## config.mk

```make
export PLATFORM = sky130hd
export DESIGN_NAME = hazard3_ahb_arbiter_n
export DESIGN_NICKNAME = d
export VERILOG_FILES = /design/src/rtl/hazard3_ahb_arbiter_n_pkg.sv /design/src/rtl/hazard3_arb_priority_rr.sv /design/src/rtl/hazard3_ahb_arbiter_n.sv
export SDC_FILE = /design/constraint.sdc
export NUM_CORES = 1
export LEC_CHECK = 0
export CAP_MARGIN = 20
export CORE_AREA = 4 4 115 117
export DETAILED_ROUTE_END_ITERATION = 7
export DIE_AREA = 0 0 119 121
export SKIP_CTS_REPAIR_TIMING = 1
export SKIP_LAST_GASP = 1
export SYNTH_ARGS = -nofsm -noshare
export SYNTH_HDL_FRONTEND = slang
export SYNTH_HIERARCHICAL = 1
export SYNTH_SLANG_ARGS = --single-unit
export TNS_END_PERCENT = 5
```

## constraint.sdc

```tcl
create_clock -name clk_always_on -period 1.79 [get_ports clk_always_on]
set_clock_uncertainty 0.2 [all_clocks]
set_input_delay 0.2685 -clock clk_always_on [delete_from_list [all_inputs] [get_ports clk_always_on]]
set_output_delay 0.2685 -clock clk_always_on [all_outputs]
set_load 0.02 [all_outputs]
```

## src/rtl/hazard3_ahb_arbiter_n_pkg.sv

```systemverilog
// hazard3_ahb_arbiter_n_pkg: shared AHB5 encodings and sizing helper for the N-port arbiter
package hazard3_ahb_arbiter_n_pkg;
  typedef enum logic [1:0] {
    HTRANS_IDLE = 2'b00,
    HTRANS_NSEQ = 2'b10
  } htrans_e;
  localparam int HPROT_DATA = 0;
  localparam int HPROT_PRIV = 1;
  localparam logic [2:0] HBURST_SINGLE = 3'b000;
  function automatic int ptr_w(input int n);
    return n > 1 ? $clog2(n) : 1;
  endfunction
endpackage

```

## src/rtl/hazard3_arb_priority_rr.sv

```systemverilog
// hazard3_arb_priority_rr: one-hot grant to the first requester at or after ptr, wrapping
//   req : request vector
//   ptr : starting index (tie to 0 for fixed priority)
//   gnt : one-hot grant, or zero when nothing requests
module hazard3_arb_priority_rr
  import hazard3_ahb_arbiter_n_pkg::*;
#(
  parameter int N = 2
) (
  input  logic [N-1:0]         req,
  input  logic [ptr_w(N)-1:0]  ptr,
  output logic [N-1:0]         gnt
);
  localparam int WP = ptr_w(N);
  logic          found;
  logic [WP-1:0] idx;
  always_comb begin
    gnt   = '0;
    found = 1'b0;
    idx   = '0;
    for (int k = 0; k < N; k++) begin
      idx = WP'((int'(ptr) + k) % N);
      if (!found && req[idx]) begin
        gnt[idx] = 1'b1;
        found    = 1'b1;
      end
    end
  end
endmodule

```

## src/rtl/hazard3_ahb_arbiter_n.sv

```systemverilog
// hazard3_ahb_arbiter_n: merges N load/store requesters onto one AHB5 master port
//   clk_always_on, rst_n             : clock, async active-low reset
//   src_* (in)                       : per-port address-phase request fields and write data
//   src_aph_ready / src_dph_*        : per-port address acceptance and data-phase responses
//   src_rdata                        : hrdata broadcast to all ports
//   h* (out) / hready,hresp,hexokay,hrdata (in) : AHB5 master port
module hazard3_ahb_arbiter_n
  import hazard3_ahb_arbiter_n_pkg::*;
#(
  parameter int                   N_PORTS      = 2,
  parameter int                   W_ADDR       = 32,
  parameter int                   W_DATA       = 32,
  parameter int                   RR_MODE      = 0,
  parameter logic [N_PORTS-1:0]   PIPE_MASK    = {N_PORTS{1'b1}},
  parameter logic [7:0]           HMASTER_BASE = 8'h00
) (
  input  logic                        clk_always_on,
  input  logic                        rst_n,
  input  logic [N_PORTS-1:0]          src_vld,
  input  logic [N_PORTS*W_ADDR-1:0]   src_addr,
  input  logic [N_PORTS-1:0]          src_write,
  input  logic [N_PORTS*3-1:0]        src_size,
  input  logic [N_PORTS-1:0]          src_priv,
  input  logic [N_PORTS-1:0]          src_excl,
  input  logic [N_PORTS*W_DATA-1:0]   src_wdata,
  output logic [N_PORTS-1:0]          src_aph_ready,
  output logic [N_PORTS-1:0]          src_dph_ready,
  output logic [N_PORTS-1:0]          src_dph_err,
  output logic [N_PORTS-1:0]          src_dph_exokay,
  output logic [W_DATA-1:0]           src_rdata,
  output logic [W_ADDR-1:0]           haddr,
  output logic                        hwrite,
  output logic [1:0]                  htrans,
  output logic [2:0]                  hsize,
  output logic [2:0]                  hburst,
  output logic [3:0]                  hprot,
  output logic                        hmastlock,
  output logic [7:0]                  hmaster,
  output logic                        hexcl,
  output logic [W_DATA-1:0]           hwdata,
  input  logic                        hready,
  input  logic                        hresp,
  input  logic                        hexokay,
  input  logic [W_DATA-1:0]           hrdata
);
  localparam int WP = ptr_w(N_PORTS);
  logic               hold_q, hold_d;
  logic [N_PORTS-1:0] gnt_prev_q, gnt_prev_d, dph_active_q, dph_active_d;
  logic [N_PORTS-1:0] elig, gnt_arb, gnt;
  logic [WP-1:0]      rr_ptr_q, rr_ptr_d, arb_ptr, g, dg;
  // A non-pipelined port must finish its data phase before it may be granted again
  assign elig    = src_vld & (PIPE_MASK | ~dph_active_q);
  assign arb_ptr = (RR_MODE != 0) ? rr_ptr_q : '0;
  hazard3_arb_priority_rr #(.N(N_PORTS)) u_arb (
    .req (elig),
    .ptr (arb_ptr),
    .gnt (gnt_arb)
  );
  always_comb begin
    gnt = hold_q ? gnt_prev_q : gnt_arb;
    g   = '0;
    dg  = '0;
    for (int i = 0; i < N_PORTS; i++) begin
      g  = gnt[i] ? WP'(i) : g;
      dg = dph_active_q[i] ? WP'(i) : dg;
    end
    htrans    = |gnt ? HTRANS_NSEQ : HTRANS_IDLE;
    haddr     = src_addr[int'(g)*W_ADDR +: W_ADDR];
    hwrite    = src_write[g];
    hsize     = src_size[int'(g)*3 +: 3];
    hexcl     = src_excl[g];
    hprot     = '0;
    hprot[HPROT_DATA] = 1'b1;
    hprot[HPROT_PRIV] = src_priv[g];
    hburst    = HBURST_SINGLE;
    hmastlock = 1'b0;
    hmaster   = HMASTER_BASE + 8'(g);
    hwdata    = src_wdata[int'(dg)*W_DATA +: W_DATA];
    // Hold through wait states; the first error cycle releases so the owner can withdraw
    hold_d       = htrans[1] && !hready && !hresp;
    gnt_prev_d   = gnt;
    dph_active_d = hready ? gnt : dph_active_q;
    rr_ptr_d     = (RR_MODE != 0 && hready && |gnt) ?
                   ((g == WP'(N_PORTS - 1)) ? '0 : g + WP'(1)) : rr_ptr_q;
  end
  assign src_aph_ready  = gnt & {N_PORTS{hready}};
  assign src_dph_ready  = dph_active_q & {N_PORTS{hready}};
  assign src_dph_err    = dph_active_q & {N_PORTS{hresp}};
  assign src_dph_exokay = dph_active_q & {N_PORTS{hexokay}};
  assign src_rdata      = hrdata;
  always_ff @(posedge clk_always_on or negedge rst_n) begin
    if (!rst_n) begin
      hold_q       <= 1'b0;
      gnt_prev_q   <= '0;
      dph_active_q <= '0;
      rr_ptr_q     <= '0;
    end else begin
      hold_q       <= hold_d;
      gnt_prev_q   <= gnt_prev_d;
      dph_active_q <= dph_active_d;
      rr_ptr_q     <= rr_ptr_d;
    end
  end
endmodule

```

==> impl_metrics.json <==
{
  "io_pins": 306,
  "setup_slack_ns": -0.5164,
  "synthArstFlopShare": 1.000,
  "cts_tree": "built",
  "clkSlewWorstSetupHoldPaths_ns": 0.04,
  "dpl_cell_area_um2": 3801,
  "met3_usage": 0.05455,
  "critPathMaxFanout": 6,
  "die_w_um": 119,
  "diodes": 0,
  "netlist_top_cells_count": "buf_4 (48), mux2_2 (35), mux2_4 (35)",
  "grt_setup_unrepaired": "true",
  "synth_edf_count": 0,
  "postLayoutCoreUtil": 0.3355,
  "area_growth_pct": 156.2,
  "ys_seq_area_frac": 0.07728,
  "viasPerCell": 3.501,
  "drt_iter0_drc": 5,
  "grt_most_used_layer": "met2",
  "dieArea_um2": 14400,
  "drive_gt1_frac": 0.2970,
  "grt_use_met1": 0.07611,
  "dpl.hpwl_mm": 6.289,
  "finalCritPeriodShare": 1.289,
  "use_met2": 0.1565,
  "cts_buffer_depth": 2,
  "postRouteAntennaNets": 0,
  "cts_inserted_buffers": 3,
  "arrival_ns": 1.84,
  "drt_wl_total_mm": 7.499,
  "fin_area_um2": 4148,
  "grt_first_pass_wirelength_mm": 9.749,
  "core_area_um2": 12360,
  "via_count": 1887,
  "root_buffer": "clkbuf_16",
  "place_congestion": 0.7072,
  "worst_skew_pair.late_latency_ns": 0.23,
  "synth_area_um2": 1619,
  "ys_top_cells_by_area": "mux2_4 (32%), mux2_2 (24%), buf_4 (22%), dfrtp_1 (7.7%), buf_6 (2.8%)",
  "drc": 0,
  "holdWs_ns": 0.06848,
  "ir_worst_vdd_mv": 0.2884,
  "wl_per_cell_um": 13.91,
  "setup_violations": 80,
  "rows": 41,
  "ys_warn_count": 6,
  "power_density_nw_per_um2": 472.6,
  "p_leak_uw": 0.002017,
  "end_kind": "primary output",
  "period_minus_slack_ns": 2.306,
  "synth.distinct_cells": 19,
  "synth_largest_area_cell": "mux2_4",
  "drv_cap": 0,
  "start_util": 0.1310,
  "crit_top_cell": "buf_4",
  "synth_seq_cells": 5,
  "grt_overflow": 0,
  "finalHoldViolCount": 0,
  "syn_avg_cell_area_um2": 10.45,
  "drt_first_pass_iters": 2,
  "crit_path_top_delay_cell": "dfrtp_2",
  "synthFlopType": "dfrtp_1",
  "clock_sinks": 5,
  "numPortBuffers": 226,
  "finalMaxSlewViolations": 0,
  "crit_type": "flop to primary output",
  "syn_inst": 155,
  "grt_max_degree": 37,
  "hold_class": "input pin to asynchronous set/reset pin",
  "final_nets": 547,
  "grt_usage": 0.08325,
  "status": "complete, but fails checks",
  "violations": "setup timing",
  "die_h_um": 121,
  "fmax_mhz": 433.6,
  "crit_chain": "mux2i_4, buf_12, clkbuf_16, buf_4, buf_4, mux2_4, buf_6",
  "num-fill-cells": 1258,
  "grt_pass1_vias": 1974,
  "slowest_delay_ns": 0.42,
  "antenna_found_initial": 0,
  "synth.most_common_cell": "buf_4",
  "h-tree-depth": 1,
  "synth_top_area_share": 0.3246,
  "required_ns": 1.32,
  "crit_path_start_kind": "flop"
}
==> worst paths after layout <==
kind / startpoint / end / slack [ns] / cells after the start
min in group clk_always_on: hrdata[28] / src_rdata[28] / 0.34 / 0
worst min-delay path: rst_n / dph_active_q[1] / 0.07 / 1
worst min register to register: dph_active_q[0] / dph_active_q[0] / 0.39 / 2
worst max register to register: hold_q / hold_q / 0.37 / 4
worst max-delay path: hold_q / haddr[24] / -0.52 / 7
max in group asynchronous: rst_n / hold_q / 1.11 / 1
==> layer usage <==
metal / vias up / part of all wire
met4: 0 / 0.0077
met5: - / 0
met2: 163 / 0.52
met1: 828 / 0.34
li1: 890 / -
met3: 6 / 0.13
==> state kept, by name, indices dropped and copies added (netlist names) <==
signal        flops
dph_active_q      2
gnt_prev_q        2
hold_q            1
==> area by class of cell <==
cell class                 count  area (µm²)  area share
timing repair buffer         250        2594      0.6253
multi-input combinational    105        1121      0.2703
tap                          172       215.2     0.05189
sequential                     5       126.4     0.03047
clock buffer                   3       75.07     0.01810
inverter                       3       11.26    0.002715
clock inverter                 1       5.005    0.001207
==> where the power goes <==
group	internal [µW]	total (µW)	switching, µW	leakage (µW)
registers	125	134	8.87	0.0000595
logic	891	1460	565	0.00192
clock network	292	370	77.7	0.0000409
total	1310	1960	652	0.00202
==> cell families (layout without fill, tap and decap cells) <==
kind of cell / after synthesis / count (layout) / synth area share
compound gates: 5 / 5 / 0.02010
other cells: 2 / 17 / 0.004639
simple gates: 11 / 11 / 0.03787
buf+inv: 60 / 257 / 0.2720
flops: 5 / 5 / 0.07728
mux: 72 / 72 / 0.5881
==> worst max-delay path, delay by kind of cell (launching register included) <==
| kind | cells | cell delay [ns] |
|---|---|---|
| buffers and inverters | 5 | 0.70 |
| DFF | 1 | 0.42 |
| muxes | 2 | 0.49 |
==> cells in the final DEF (no fill, tap or decap) <==
cell / netlist / final
dlymetal6s2s_1: 0 / 34
a21boi_4: 0 / 1
a21oi_1: 2 / 2
nand2_1: 1 / 1
buf_12: 0 / 4
mux2_2: 35 / 35
a211oi_1: 1 / 1
and2_1: 6 / 6
clkdlybuf4s50_1: 0 / 184
mux2i_4: 1 / 1
dfrtp_2: 0 / 1
buf_6: 4 / 3
clkbuf_2: 0 / 2
conb_1: 2 / 17
clkinv_2: 0 / 1
buf_4: 48 / 19
clkbuf_16: 0 / 5
a21boi_0: 1 / 1
nor2b_1: 2 / 2
nor2_1: 2 / 2
inv_1: 3 / 3
dfrtp_1: 5 / 4
mux2i_1: 1 / 1
buf_2: 4 / 2
mux2_4: 35 / 35
==> per-stage QoR <==
stage               power [µW]  worst slack (ns)  TNS, ns  cells
finish                    1960           -0.5164   -31.19    539
global route              2056           -0.5540   -35.34    539
CTS                       1918           -0.9610   -51.76    522
detailed placement        1536           -0.9578   -43.81    518
global placement          1528           -0.9032   -42.08    518
floorplan                927.4           0.01037        0    170
Note: power is estimated with default switching activity, not from simulation.
